===== config.mk =====
export PLATFORM = sky130hd
export DESIGN_NAME = uart_rx_fifo
export DESIGN_NICKNAME = d
export VERILOG_FILES = /design/src/rtl/uart_rx_pkg.sv /design/src/rtl/uart_rx_sync_fifo.sv /design/src/rtl/uart_rx_fifo.sv
export SDC_FILE = /design/constraint.sdc
export NUM_CORES = 1
export LEC_CHECK = 0
export BUFFER_PORTS_ARGS = -buffer_cell sky130_fd_sc_hd__buf_2
export CAP_MARGIN = 20
export CORE_UTILIZATION = 53
export CTS_CLUSTER_DIAMETER = 50
export DETAILED_ROUTE_END_ITERATION = 8
export PLACE_DENSITY = 0.7
export SKIP_LAST_GASP = 1
export SYNTH_ARGS = -nofsm -noshare
export SYNTH_HDL_FRONTEND = slang
export SYNTH_SLANG_ARGS = --single-unit
export TNS_END_PERCENT = 30

===== constraint.sdc =====
create_clock -name HCLK -period 3.55 [get_ports HCLK]
set_input_delay 0.1775 -clock HCLK [delete_from_list [all_inputs] [get_ports HCLK]]
set_output_delay 0.1775 -clock HCLK [all_outputs]
set_load 0.1 [all_outputs]

===== src/rtl/uart_rx_pkg.sv =====
// Shared definitions for the UART receiver: FSM state encoding and the
// legal OVERSAMPLE range.
package uart_rx_pkg;

  localparam int OVERSAMPLE_MIN = 8;
  localparam int OVERSAMPLE_MAX = 16;

  typedef enum logic [2:0] {
    IDLE   = 3'd0,
    START  = 3'd1,
    DATA   = 3'd2,
    PARITY = 3'd3,
    STOP   = 3'd4
  } rx_state_t;

endpackage


===== src/rtl/uart_rx_sync_fifo.sv =====
// Synchronous show-ahead FIFO for received words.
// Handshake: i_rd_en pops the head at the next rising edge only while
// o_rd_valid is 1; o_rd_data always shows the current head (0 when empty).
// A write into a full FIFO is dropped and pulses o_overrun, unless a pop
// happens in the same cycle, in which case both the write and the pop occur.
module uart_rx_sync_fifo #(
  parameter int WIDTH = 8,
  parameter int DEPTH = 16
) (
  input  logic                     clk,
  input  logic                     rst,
  input  logic                     i_wr_en,
  input  logic [WIDTH-1:0]         i_wr_data,
  input  logic                     i_rd_en,
  output logic [WIDTH-1:0]         o_rd_data,
  output logic                     o_rd_valid,
  output logic [$clog2(DEPTH):0]   o_level,
  output logic                     o_overrun
);

  localparam int AW = $clog2(DEPTH);
  localparam logic [AW:0] FULL_LEVEL = (AW + 1)'(DEPTH);

  logic [WIDTH-1:0] r_mem [DEPTH];
  logic [AW-1:0]    r_wr_ptr;
  logic [AW-1:0]    r_rd_ptr;
  logic [AW:0]      r_count;
  logic             r_overrun;

  logic w_empty;
  logic w_full;
  logic w_pop;
  logic w_push;

  assign w_empty = (r_count == '0);
  assign w_full  = (r_count == FULL_LEVEL);
  assign w_pop   = i_rd_en && !w_empty;
  assign w_push  = i_wr_en && (!w_full || w_pop);

  // Storage array: written on an accepted push, no reset needed.
  always_ff @(posedge clk) begin
    if (w_push) begin
      r_mem[r_wr_ptr] <= i_wr_data;
    end
  end

  // Pointers wrap naturally (power-of-two depth); count tracks occupancy.
  always_ff @(posedge clk or posedge rst) begin
    if (rst) begin
      r_wr_ptr  <= '0;
      r_rd_ptr  <= '0;
      r_count   <= '0;
      r_overrun <= 1'b0;
    end else begin
      r_overrun <= i_wr_en && w_full && !w_pop;
      if (w_push) begin
        r_wr_ptr <= r_wr_ptr + 1'b1;
      end
      if (w_pop) begin
        r_rd_ptr <= r_rd_ptr + 1'b1;
      end
      if (w_push && !w_pop) begin
        r_count <= r_count + 1'b1;
      end else if (w_pop && !w_push) begin
        r_count <= r_count - 1'b1;
      end
    end
  end

  assign o_rd_data  = w_empty ? '0 : r_mem[r_rd_ptr];
  assign o_rd_valid = !w_empty;
  assign o_level    = r_count;
  assign o_overrun  = r_overrun;

endmodule


===== src/rtl/uart_rx_fifo.sv =====
// UART receiver with oversampling tick generator and receive FIFO.
// Optional parity checking is enabled by defining UART_RX_PARITY_EN.
// Frames: start(0), DATA_BITS data LSB first, [parity], stop(1).
// Every bit is sampled once, at tick OVERSAMPLE/2-1 within the bit.
module uart_rx_fifo
  import uart_rx_pkg::*;
#(
  parameter int DATA_BITS  = 8,
  parameter int FIFO_DEPTH = 16,
  parameter int OVERSAMPLE = 16
) (
  input  logic                          HCLK,
  input  logic                          HRESET,
  input  logic [15:0]                   PRESCALE,
`ifdef UART_RX_PARITY_EN
  input  logic                          PARITY_ODD,
`endif
  input  logic                          RX,
  input  logic                          rd_en,
  output logic [DATA_BITS-1:0]          rd_data,
  output logic                          rd_valid,
  output logic [$clog2(FIFO_DEPTH):0]   fifo_level,
  output logic                          frame_err,
  output logic                          parity_err,
  output logic                          overrun,
  output rx_state_t                     o_dbg_state
);

  // Out-of-range oversample values are clamped into the legal range.
  localparam int OVS = (OVERSAMPLE < OVERSAMPLE_MIN) ? OVERSAMPLE_MIN :
                       (OVERSAMPLE > OVERSAMPLE_MAX) ? OVERSAMPLE_MAX : OVERSAMPLE;
  localparam int SW = $clog2(OVERSAMPLE_MAX);
  localparam int BW = $clog2(DATA_BITS);
  localparam logic [SW-1:0] SAMPLE_AT = SW'(OVS / 2 - 1);
  localparam logic [SW-1:0] LAST_SAMP = SW'(OVS - 1);
  localparam logic [BW-1:0] LAST_BIT  = BW'(DATA_BITS - 1);

  logic                 r_sync1;
  logic                 r_sync2;
  logic                 r_rx_prev;
  rx_state_t            r_state;
  logic [15:0]          r_prescale;
  logic [15:0]          r_tick_cnt;
  logic [SW-1:0]        r_samp_cnt;
  logic [BW-1:0]        r_bit_cnt;
  logic [DATA_BITS-1:0] r_shift;
  logic                 r_push;
  logic                 r_frame_err;
`ifdef UART_RX_PARITY_EN
  logic                 r_par_bad;
  logic                 r_parity_err;
`endif

  logic w_rx;
  logic w_fall;
  logic w_tick;
  logic w_sample;

  assign w_rx     = r_sync2;
  assign w_fall   = r_rx_prev && !r_sync2;
  assign w_tick   = (r_tick_cnt == r_prescale);
  assign w_sample = w_tick && (r_samp_cnt == SAMPLE_AT);

  // Two-flop synchroniser plus a delayed copy for falling-edge detection.
  always_ff @(posedge HCLK or posedge HRESET) begin
    if (HRESET) begin
      r_sync1   <= 1'b1;
      r_sync2   <= 1'b1;
      r_rx_prev <= 1'b1;
    end else begin
      r_sync1   <= RX;
      r_sync2   <= r_sync1;
      r_rx_prev <= r_sync2;
    end
  end

  // Oversample tick and sample counters; held at 0 while idle so a frame
  // always starts counting from a clean phase.
  always_ff @(posedge HCLK or posedge HRESET) begin
    if (HRESET) begin
      r_tick_cnt <= '0;
      r_samp_cnt <= '0;
    end else if (r_state == IDLE) begin
      r_tick_cnt <= '0;
      r_samp_cnt <= '0;
    end else if (w_tick) begin
      r_tick_cnt <= '0;
      r_samp_cnt <= (r_samp_cnt == LAST_SAMP) ? '0 : r_samp_cnt + 1'b1;
    end else begin
      r_tick_cnt <= r_tick_cnt + 1'b1;
    end
  end

  // Frame FSM with registered push and error pulses.
  always_ff @(posedge HCLK or posedge HRESET) begin
    if (HRESET) begin
      r_state      <= IDLE;
      r_prescale   <= '0;
      r_bit_cnt    <= '0;
      r_shift      <= '0;
      r_push       <= 1'b0;
      r_frame_err  <= 1'b0;
`ifdef UART_RX_PARITY_EN
      r_par_bad    <= 1'b0;
      r_parity_err <= 1'b0;
`endif
    end else begin
      r_push      <= 1'b0;
      r_frame_err <= 1'b0;
`ifdef UART_RX_PARITY_EN
      r_parity_err <= 1'b0;
`endif
      case (r_state)
        IDLE: begin
          r_prescale <= PRESCALE;
          r_bit_cnt  <= '0;
`ifdef UART_RX_PARITY_EN
          r_par_bad  <= 1'b0;
`endif
          if (w_fall) begin
            r_state <= START;
          end
        end
        START: begin
          if (w_sample) begin
            r_state <= w_rx ? IDLE : DATA;
          end
        end
        DATA: begin
          if (w_sample) begin
            r_shift <= {w_rx, r_shift[DATA_BITS-1:1]};
            if (r_bit_cnt == LAST_BIT) begin
              r_bit_cnt <= '0;
`ifdef UART_RX_PARITY_EN
              r_state   <= PARITY;
`else
              r_state   <= STOP;
`endif
            end else begin
              r_bit_cnt <= r_bit_cnt + 1'b1;
            end
          end
        end
        PARITY: begin
`ifdef UART_RX_PARITY_EN
          if (w_sample) begin
            if (w_rx != ((^r_shift) ^ PARITY_ODD)) begin
              r_par_bad    <= 1'b1;
              r_parity_err <= 1'b1;
            end
            r_state <= STOP;
          end
`else
          r_state <= IDLE;
`endif
        end
        STOP: begin
          if (w_sample) begin
            r_state <= IDLE;
            if (!w_rx) begin
              r_frame_err <= 1'b1;
            end else begin
`ifdef UART_RX_PARITY_EN
              r_push <= !r_par_bad;
`else
              r_push <= 1'b1;
`endif
            end
          end
        end
        default: r_state <= IDLE;
      endcase
    end
  end

  uart_rx_sync_fifo #(
    .WIDTH (DATA_BITS),
    .DEPTH (FIFO_DEPTH)
  ) u_fifo (
    .clk        (HCLK),
    .rst        (HRESET),
    .i_wr_en    (r_push),
    .i_wr_data  (r_shift),
    .i_rd_en    (rd_en),
    .o_rd_data  (rd_data),
    .o_rd_valid (rd_valid),
    .o_level    (fifo_level),
    .o_overrun  (overrun)
  );

  assign frame_err   = r_frame_err;
  assign o_dbg_state = r_state;
`ifdef UART_RX_PARITY_EN
  assign parity_err  = r_parity_err;
`else
  assign parity_err  = 1'b0;
`endif

endmodule


# After elaboration in Yosys (flattened, before gate mapping)
# Memories as Yosys holds them, arrays and structs flattened.
# Cells that the tools add are included.
# Widths: inputs -> output; s select.
[totals]
reg_bits = 69
ramBits = 128
output_inout_bits = 20
word_cells = 84
n_memories = 1
[memory_table]
columns = ["memory", "depth", "width", "rd", "rd_clocked_by_memory_dff", "wr", "line_no", "rtl"]
rows = [
  ["u_fifo.r_mem", 16, 8, 1, 0, 1, "uart_rx_sync_fifo.sv:24", "logic [WIDTH-1:0] r_mem [DEPTH];"],
]
[op_classes]
add_sub_neg = 7
n_eq_ne = 13
mux = 26
reduce_logical = 22
[ops]
columns = ["operator", "count"]
rows = [
  ["$mux 16", 2],
  ["$mux 3", 7],
  ["$add 16x1->16 const B", 1],
  ["$eq 16x16->1", 1],
  ["$add 4x1->4 const B", 3],
  ["$mux 4", 3],
  ["$pmux 3 s4", 1],
  ["$mux 5", 2],
  ["$ne 2x2->1 const B", 5],
  ["$logic_and 1x1->1", 8],
  ["$mux 1", 8],
  ["$mux 8", 1],
  ["$eq 3x3->1 const B", 2],
  ["$pmux 3 s2", 1],
  ["$reduce_bool 2->1", 3],
  ["$add 5x1->5 const B", 1],
  ["$eq 5x5->1 const B", 1],
  ["$logic_not 1->1", 5],
  ["$logic_not 5->1", 1],
  ["$reduce_and 5->1", 1],
  ["$sub 5x1->5 const B", 1],
  ["$eq 4x3->1 const B", 1],
  ["$eq 4x4->1 const B", 1],
  ["$reduce_and 2->1", 2],
  ["other kinds (6)", 6],
]

# Logic depth before layout (Yosys ltp)
# Gate-level depths: netlist (run 1).
[logic_depth]
ltp_word = 9
ltp_mapped = 14
depth_no_buf = 13

# Modules after synthesis
# From an unflattened synthesis (run 1), not the netlist that was laid out.
[hier_totals]
cells_unflattened = 541
area_unflattened_um2 = 8371.8
[modules_own_cells]
columns = ["module", "n_inst", "cells_per_inst", "area_per_inst_um2", "seq_area_each_um2"]
rows = [
  ["uart_rx_sync_fifo", 1, 298, 5859.4, 4194.0],
  ["uart_rx_fifo", 1, 243, 2512.4, 1380.1],
]

# Least setup slack after synthesis (run 1)
# No wires, ideal clock.
[synth_path]
path_kind = "register to register"
start = "reg u_fifo.r_count[0], in the netlist u_fifo.o_level[0]"
end = "reg u_fifo.r_count[4], in the netlist u_fifo.o_level[4]"
setup_ns = 0.163
arrival_ns = 3.821
setup_slack_ns = -0.434
stages_incl_launch_ff = 15
n_path_buf = 1
synth_period_minus_slack_ns = 3.984
path_cell_list = "dfrtp_1 > nor4_1 > nor2b_1 > clkbuf_1 > inv_1 > and2_1 > inv_1 > ha_1 > inv_1 > fa_1 > a21o_1 > a21oi_1 > xnor2_1 > nor2_1 > xor2_1"
[synth_between]
elab_chain_len = 8
[synth_lines]
columns = ["item", "line_no", "rtl"]
rows = [
  ["start: declaration", "uart_rx_sync_fifo.sv:27", "logic [AW:0] r_count;"],
  ["start signal: assignment", "uart_rx_sync_fifo.sv:63", "r_count <= r_count + 1'b1;"],
  ["start signal: assignment", "uart_rx_sync_fifo.sv:65", "r_count <= r_count - 1'b1;"],
  ["$logic_not 5->1 (*)", "uart_rx_sync_fifo.sv:35", "assign w_empty = (r_count == '0);"],
  ["$logic_not 1->1 (*)", "-", ""],
  ["named net rd_valid", "uart_rx_fifo.sv:21", "output logic rd_valid,"],
  ["$logic_and 1x1->1 (*)", "uart_rx_sync_fifo.sv:37", "assign w_pop = i_rd_en && !w_empty;"],
  ["$logic_or 1x1->1", "uart_rx_sync_fifo.sv:38", "assign w_push = i_wr_en && (!w_full || w_pop);"],
  ["$logic_and 1x1->1", "uart_rx_sync_fifo.sv:38", ""],
  ["$logic_not 1->1", "uart_rx_sync_fifo.sv:64", "end else if (w_pop && !w_push) begin"],
  ["$logic_and 1x1->1", "uart_rx_sync_fifo.sv:64", ""],
  ["$reduce_bool 2->1 (no line)", "-", ""],
]
# Mark *: on every way through the listed nets, which the timed path passes. The rest lies on a longest branch. The select of a mux whose other input is x is not followed.
# A chain may end at the register's enable or synchronous reset.

# Worst setup path in the final report (run 1)
[layout_path]
start = "reg u_fifo.r_count[1], in the netlist u_fifo.o_level[1]"
end = "reg u_fifo.r_count[4], in the netlist u_fifo.o_level[4]"
[layout_between]
elab_chain_len = 8
[layout_lines]
columns = ["item"]
rows = [
  ["parallel branches: the longest is 8 deep, another holds $sub 5x1->5"],
]
# Parallel ways; which one is timed is not known. The select of a mux whose other input is x is not followed.

==> impl_metrics.env, run 1 <==
export IMPL_outcome="finished clean"
export IMPL_power_leakage_nw=3.834
export IMPL_netlist_area_mm2=0.008175
export IMPL_vias_per_cell=5.677
export IMPL_antenna_found_initial=0
export IMPL_cp_arrival_ns=3.23
export IMPL_crit_chain="nor4_2, nor2b_1, clkinvlp_4, and2_4, inv_1, ha_2, inv_1, fa_2, a21o_1, a21oi_1, xnor2_1, nor2_1, xor2_1"
export IMPL_hpwl_um=9783
export IMPL_gp_congestion=0.8025
export IMPL_critical_path_class="flip-flop to flip-flop"
export IMPL_hold_viol_final=0
export IMPL_layout_drive_gt1_share=0.2726
export IMPL_layout_commonest_cell="edfxtp_1"
export IMPL_post_route_drc_count=0
export IMPL_die_w_um=126.2
export IMPL_layout_common_cells="edfxtp_1 (128), dfrtp_1 (61), nor2_1 (41), buf_2 (38), mux4_2 (32)"
export IMPL_drtPass1Iterations=4
export IMPL_grt_overflow_total=0
export IMPL_grt_pass1_wl_um=24010
export IMPL_cp_start_kind="flip-flop"
export IMPL_timing_critical_path_fanout_max=5
export IMPL_seq_area_mm2=0.005580
export IMPL_synth_distinct_cells=46
export IMPL_cts_resized=0
export IMPL_synth_edf_count=128
export IMPL_clock_latency_ns=0.43
export IMPL_cellPowerDensity_mw_per_mm2=533.2
export IMPL_port_buffers=38
export IMPL_ff2ff_path_depth=13
export IMPL_synth_warnings=0
export IMPL_grt_usage=0.2043
export IMPL_multi_input_area_mm2=0.002479
export IMPL_synthMuxAreaShare=0.1266
export IMPL_min_from="rd_en"
export IMPL_slowest_delay_ns=0.45
export IMPL_finalPower_w=0.005034
export IMPL_grt_pass1_vias=4554
export IMPL_cts_made_buffers=17
export IMPL_diodes=0
export IMPL_synth_seq_cells=197
export IMPL_num_io_pins=40
export IMPL_ff2ff_setup_slack_ns=0.63
export IMPL_async_flop_share=0.3503
export IMPL_synthXorXnorAreaFrac=0.04392
export IMPL_placed_cells=724
export IMPL_synth_cells=512
export IMPL_r2r_end="u_fifo.o_level[4]$_DFFE_PP0P_"
export IMPL_initial_core_util=0.5398
export IMPL_dr_total_vias=4400
export IMPL_fill_cells=1073
export IMPL_avgSynthCellArea_um2=15.97
export IMPL_clock_sinks=197
export IMPL_root_buffer="clkbuf_16"
export IMPL_cp_common_cell="inv_1"
export IMPL_cp_num_buf_inv=3
export IMPL_core_area_mm2=0.01515
export IMPL_initialDrtViolationCount=359
export IMPL_synth_compound_area_frac=0.03459
export IMPL_wl_per_cell_um=19.51
export IMPL_r2r_start="u_fifo.o_level[1]$_DFFE_PP0P_"
export IMPL_grt_max_degree=50
export IMPL_fin_setup_tns_ns=0
export IMPL_fin_worst_skew_ns=0.006992
export IMPL_synthAdderAreaFrac=0.02234
export IMPL_synthSimpleGateAreaFrac=0.07300
export IMPL_fmax_ghz=0.3430
export IMPL_area_growth_syn_to_layout_pct=15.49
export IMPL_required_ns=3.86
export IMPL_drv_cap=0
export IMPL_ys_seq_area_frac=0.6818
export IMPL_tightest_slew_ns=0.8366
export IMPL_ctsHoldBuffers=17
export IMPL_rsz0062_at_grt="no"
export IMPL_num_rows=45
export IMPL_cts_tree="yes"
export IMPL_drv_slew=0
export IMPL_finalSetupViolCount=0
export IMPL_period_share=0.8213
export IMPL_postCtsSetupRepairBufs=0
export IMPL_cts_buffer_depth=2
export IMPL_cp_top_family="simple AND/OR/NAND/NOR gates"
export IMPL_cp_slowest_cell="dfrtp_2"
export IMPL_syn_num_nets=546
export IMPL_hold_end="u_fifo.o_overrun$_DFF_PP0_"
export IMPL_ant_nets=0
export IMPL_die_height_um=126.2
export IMPL_layoutNonFillerInstCount=775
export IMPL_ys_flop_type="edfxtp_1"
export IMPL_hold_depth=3
export IMPL_wirelength_um=15120
export IMPL_fp_dieArea_mm2=0.01593
export IMPL_finalNetCount=608
export IMPL_synth_top_family_by_area="multiplexers"
export IMPL_clkSlewWorstSetupHoldPaths_ns=0.07
export IMPL_cp_end_kind="flip-flop"
export IMPL_finalCriticalPeriod_ns=2.916
export IMPL_ir_worst_vdd_mv=0.3484
export IMPL_slew_limit_headroom=0.4402
export IMPL_h_tree_depth=4
export IMPL_hold_class="input pin to flip-flop"
power by group:
part	leakage (nW)	internal (W)	switching (W)
Clock	0.294	0.00118	0.000838
Sequential	2.38	0.00255	0.000111
Combinational	1.16	0.000188	0.000166
Total	3.83	0.00392	0.00111
cells in the mapped netlist, types with 2 or more instances:
library cell | instances | area [µm²]
edfxtp_1 | 128 | 3844
dfrtp_1 | 66 | 1652
nor2_1 | 41 | 153.9
mux4_2 | 32 | 720.7
nand2_1 | 28 | 105.1
mux2_2 | 27 | 304.0
xor2_1 | 21 | 183.9
xnor2_1 | 20 | 175.2
a22oi_1 | 16 | 120.1
a21oi_1 | 14 | 70.07
ha_1 | 13 | 162.7
clkbuf_1 | 12 | 45.04
inv_1 | 12 | 45.04
nor3_1 | 9 | 45.04
nand3_1 | 6 | 30.03
nor2b_1 | 6 | 37.54
nor4_1 | 6 | 37.54
buf_1 | 5 | 18.77
o21ai_0 | 5 | 25.02
buf_2 | 4 | 20.02
nand4_1 | 4 | 25.02
a21o_1 | 3 | 22.52
and2_1 | 3 | 18.77
dfstp_2 | 3 | 78.83
a31oi_1 | 2 | 12.51
and3_1 | 2 | 12.51
nand2b_1 | 2 | 12.51
nand3b_1 | 2 | 15.01
o31ai_1 | 2 | 15.01
or2_2 | 2 | 12.51
worst max path at each step:
stage,start,end,slack (ns),cells after the start
final,u_fifo.o_level[1]$_DFFE_PP0P_,u_fifo.o_level[4]$_DFFE_PP0P_,0.63,13
after global routing,u_fifo.o_level[1]$_DFFE_PP0P_,u_fifo.o_level[4]$_DFFE_PP0P_,0.43,13
after CTS,u_fifo.o_level[1]$_DFFE_PP0P_,u_fifo.o_level[4]$_DFFE_PP0P_,0.61,13
after detailed placement,u_fifo.o_level[1]$_DFFE_PP0P_,u_fifo.o_level[4]$_DFFE_PP0P_,0.66,13
after global placement,u_fifo.o_level[1]$_DFFE_PP0P_,u_fifo.o_level[4]$_DFFE_PP0P_,0.74,13
after floorplan,u_fifo.o_level[3]$_DFFE_PP0P_,u_fifo.o_level[4]$_DFFE_PP0P_,0.008,14
worst min-delay path, delay by kind of cell:
kind | cells | cell delay, ns
and+or+nand+nor | 2 | 0.16
buffers and inverters | 1 | 0.09
kinds of logic after synthesis:
logic type | after synthesis
flops | 197
simple gates | 120
mux | 60
compound gates | 44
xor+xnor | 41
buf+inv | 35
fa+ha+maj | 14
other cells | 1
layer usage:
metal	GRT usage	vias up	part of all wire
met4	0.07654	0	0.018
met5	0	-	0
met1	0.2622	2213	0.41
met3	0.03144	24	0.054
li1	-	2037	-
met2	0.3529	126	0.52
area by class of cell:
class                      instances  area share
sequential                       197      0.5910
clock inverter                    15     0.02147
multi-input combinational        280      0.2625
clock buffer                      17     0.04506
tap                              188     0.02491
inverter                          12    0.005168
timing repair buffer              66     0.04983
per-stage QoR:
stage | instance area (µm²) | hold slack, ns | utilization | setup WS [ns]
floorplan | 8202 | 0.1820 | - | 0.008304
global placement | 8613 | 0.2828 | 0.5687 | 0.7362
detailed placement | 8613 | 0.2867 | 0.5687 | 0.6593
CTS | 9412 | 0.01062 | 0.6214 | 0.6077
global route | 9442 | 0.04521 | 0.6234 | 0.4276
finish | 9442 | 0.03006 | 0.6234 | 0.6343
flip-flops by register name, indices dropped and copies added (netlist names), 3 cells and up:
signal / count
r_samp_cnt: 4
o_dbg_state: 3
u_fifo.o_level: 5
r_bit_cnt: 3
u_fifo.r_wr_ptr: 4
u_fifo.r_rd_ptr: 4
r_shift: 8
r_prescale: 16
u_fifo.r_mem: 128
r_tick_cnt: 16
Note: power is estimated with default switching activity, not from simulation.
==> inputs of run 2 (changes only) <==
Settings changed: ABC_AREA set to 1.
Clock period 3.55 ns to 3 ns, I/O delays scaled along.
==> impl_metrics.env, run 2 <==
export IMPL_outcome="finished clean"
export IMPL_synth_seq_cells=197
export IMPL_placed_cells=1037
export IMPL_required_ns=3.35
export IMPL_initial_core_util=0.5419
export IMPL_synthAdderAreaFrac=0.02122
export IMPL_finalCriticalPeriod_ns=2.769
export IMPL_fin_setup_tns_ns=0
export IMPL_layout_drive_gt1_share=0.1284
export IMPL_drv_cap=0
export IMPL_yosys_top_cells_count="nand2_1 (139), edfxtp_1 (128), nor2_1 (110)"
export IMPL_synthXorXnorAreaFrac=0.01119
export IMPL_cp_arrival_ns=3.12
export IMPL_core_area_mm2=0.01589
export IMPL_wl_per_cell_um=16.69
export IMPL_drv_slew=0
export IMPL_hpwl_um=11590
export IMPL_p_clk_frac=0.219
export IMPL_rsz0062_at_grt="no"
export IMPL_grtUsageMet3=0.03386
export IMPL_cp_end_kind="flip-flop"
export IMPL_largest_reg_flops=128
export IMPL_p_comb_frac=0.446
export IMPL_clock_sinks=197
export IMPL_top_regs="u_fifo.r_mem (128), r_prescale (16), r_tick_cnt (16)"
export IMPL_cts_tree="yes"
export IMPL_wirelength_um=18160
export IMPL_fp_dieArea_mm2=0.01676
export IMPL_critical_path_class="flip-flop to flip-flop"
export IMPL_h_tree_depth=4
export IMPL_netlist_area_mm2=0.008608
export IMPL_top_register="u_fifo.r_mem"
export IMPL_grt_usage=0.2344
export IMPL_cts_made_buffers=17
export IMPL_ys_seq_area_frac=0.6475
export IMPL_synth_top_family_by_area="simple AND/OR/NAND/NOR gates"
export IMPL_p_sw_w=0.004244
export IMPL_initialDrtViolationCount=624
export IMPL_clkSlewWorstSetupHoldPaths_ns=0.07
export IMPL_synth_area_leaders="edfxtp_1 (45%), dfrtp_1 (19%), nand2_1 (6.1%)"
export IMPL_avgSynthCellArea_um2=10.80
export IMPL_cts_buffer_depth=2
export IMPL_p_seq_frac=0.335
export IMPL_layoutNonFillerInstCount=1088
export IMPL_fin_worst_skew_ns=0.007528
export IMPL_fmax_ghz=0.3611
export IMPL_die_w_um=129.4
export IMPL_antenna_found_initial=0
export IMPL_slew_limit_headroom=0.4447
export IMPL_synth_cells=797
export IMPL_grt_pass1_vias=5865
export IMPL_grt_overflow_total=0
export IMPL_dr_total_vias=5998
export IMPL_cp_start_kind="flip-flop"
export IMPL_area_growth_syn_to_layout_pct=15.42
export IMPL_final_area_mm2=0.009936
export IMPL_grt_busiest_layer="met2"
export IMPL_yosysMostFrequentCell="nand2_1"
export IMPL_switching_share=0.4322
export IMPL_synthSimpleGateAreaFrac=0.1558
export IMPL_ff2ff_path_depth=15
export IMPL_ir_worst_vdd_mv=1.556
export IMPL_finalPower_w=0.009819
export IMPL_hold_depth=0
export IMPL_post_route_drc_count=0
export IMPL_synthMuxAreaShare=0.001308
export IMPL_met2_usage=0.3994
export IMPL_synth_compound_area_frac=0.1154
export IMPL_syn_num_nets=831
export IMPL_hold_viol_final=0
export IMPL_hold_class="flip-flop to flip-flop"
export IMPL_layout_common_cells="nand2_1 (139), edfxtp_1 (128), nor2_1 (110), inv_1 (61), dfrtp_1 (61)"
export IMPL_tightest_slew_ns=0.8299
export IMPL_synth_warnings=0
export IMPL_period_share=0.9231
export IMPL_vias_per_cell=5.513
export IMPL_num_rows=46
export IMPL_async_flop_share=0.3503
export IMPL_internal_power_w=0.005575
export IMPL_grt_pass1_wl_um=29470
export IMPL_drtPass1Iterations=5
export IMPL_finalNetCount=893
export IMPL_yosysTopAreaCellShare=0.4465
export IMPL_cellPowerDensity_mw_per_mm2=988.2
export IMPL_num_io_pins=40
export IMPL_diodes=0
export IMPL_postPlaceCellArea_mm2=0.009189
export IMPL_synth_distinct_cells=39
export IMPL_ant_nets=0
export IMPL_clock_latency_ns=0.43
export IMPL_die_height_um=129.4
export IMPL_grt_max_degree=68
export IMPL_met1_usage=0.3058
export IMPL_synth_edf_count=128
export IMPL_root_buffer="clkbuf_16"
export IMPL_gp_congestion=0.8245
export IMPL_port_buffers=38
export IMPL_power_leakage_nw=4.323
export IMPL_yosys_area_top_type="edfxtp_1"
export IMPL_finalSetupViolCount=0
export IMPL_ff2ff_setup_slack_ns=0.23
export IMPL_layout_commonest_cell="nand2_1"
export IMPL_ys_flop_type="edfxtp_1"
export IMPL_timing_critical_path_fanout_max=10
## run 2: changes by cell type in the layout (fill, tap and decap cells not counted), moves of 16 or more
cell      previous run  this run
xnor2_1             20         2
o21bai_1             0        32
nor2_1              41       110
mux4_2              32         0
mux2_2              27         1
inv_1               10        61
nand3_1              6        44
nand2_1             28       139
a22oi_1             16         0
o21ai_0              5        60
o221ai_1             0        24
## run 2: cell families (layout without fill, tap and decap cells)
logic type,after synthesis,count (layout)
xor gates and xnor gates,11,11
DFF,197,197
other,1,1
and+or+nand+nor,319,319
AOI/OAI and AO/OA,154,154
buffers and inverters,100,175
adders and majority gates,14,14
muxes,1,1
## run 2: cell type report
| type | instances | area (µm²) |
|---|---|---|
| repair buffers | 74 | 635.6 |
| multi-input cells | 500 | 2629 |
| fillers | 1255 | 5949 |
| well taps | 216 | 270.3 |
| clock inverters | 14 | 127.6 |
| flip-flops and latches | 197 | 5580 |
| clock buffers | 18 | 429.2 |
| inverters | 69 | 264.0 |
## run 2: layer usage
| layer | wire length, µm | share of wire | vias up |
|---|---|---|---|
| li1 | - | - | 2860 |
| met5 | 0 | 0 | - |
| met3 | 824 | 0.045 | 26 |
| met4 | 359 | 0.020 | 0 |
| met1 | 7872 | 0.43 | 2929 |
| met2 | 9104 | 0.50 | 183 |
## run 2: critical path, cell delays in order, from the launching register on
cell	delay [ns]
dfrtp_2	0.44
nor2_1	0.14
nand3_2	0.12
nor2_4	0.26
inv_6	0.07
nand2_4	0.09
a21oi_4	0.10
ha_1	0.25
inv_1	0.15
ha_1	0.29
a21oi_1	0.20
nor2_1	0.08
nor2_1	0.14
nor2_1	0.06
nor2_1	0.12
xor2_1	0.16
## run 2: final timing paths
path                                                    start                             to
worst max-delay path            u_fifo.o_level[0]$_DFFE_PP0P_  u_fifo.o_level[4]$_DFFE_PP0P_
worst min-delay path                        r_sync1$_DFF_PP1_              r_sync2$_DFF_PP1_
worst max register to register  u_fifo.o_level[0]$_DFFE_PP0P_  u_fifo.o_level[4]$_DFFE_PP0P_
worst min register to register              r_sync1$_DFF_PP1_              r_sync2$_DFF_PP1_
max in group asynchronous                              HRESET  u_fifo.o_level[4]$_DFFE_PP0P_
min in group asynchronous                              HRESET     o_dbg_state[1]$_DFFE_PP0P_
## run 2: metrics by stage
step | util | hold slack, ns | setup slack, ns
finish | 0.6255 | 0.3569 | 0.2306
floorplan | - | 0.1545 | 0.03902
global route | 0.6255 | 0.3582 | 0.07827
detailed placement | 0.5785 | 0.2573 | 0.2664
CTS | 0.6255 | 0.3533 | 0.2687
global placement | 0.5785 | 0.2568 | 0.4489
## run 2: what timing repair did
action / in CTS / in global routing
resized for setup: 0 / 0
hold buffers: 19 / 0
endpoints found under the hold margin: 46 / 0
buffers inserted: 0 / 0
## run 2: power groups by stage
stage | Sequential, W | Clock, W | Combinational, W
finish | 0.00329 | 0.00215 | 0.00438
detailed placement | 0.00334 | 0 | 0.00434
floorplan | 0.00367 | 0 | 0.00285
global route | 0.00332 | 0.00228 | 0.00472
global placement | 0.00333 | 0 | 0.00423
CTS | 0.00329 | 0.00219 | 0.00437
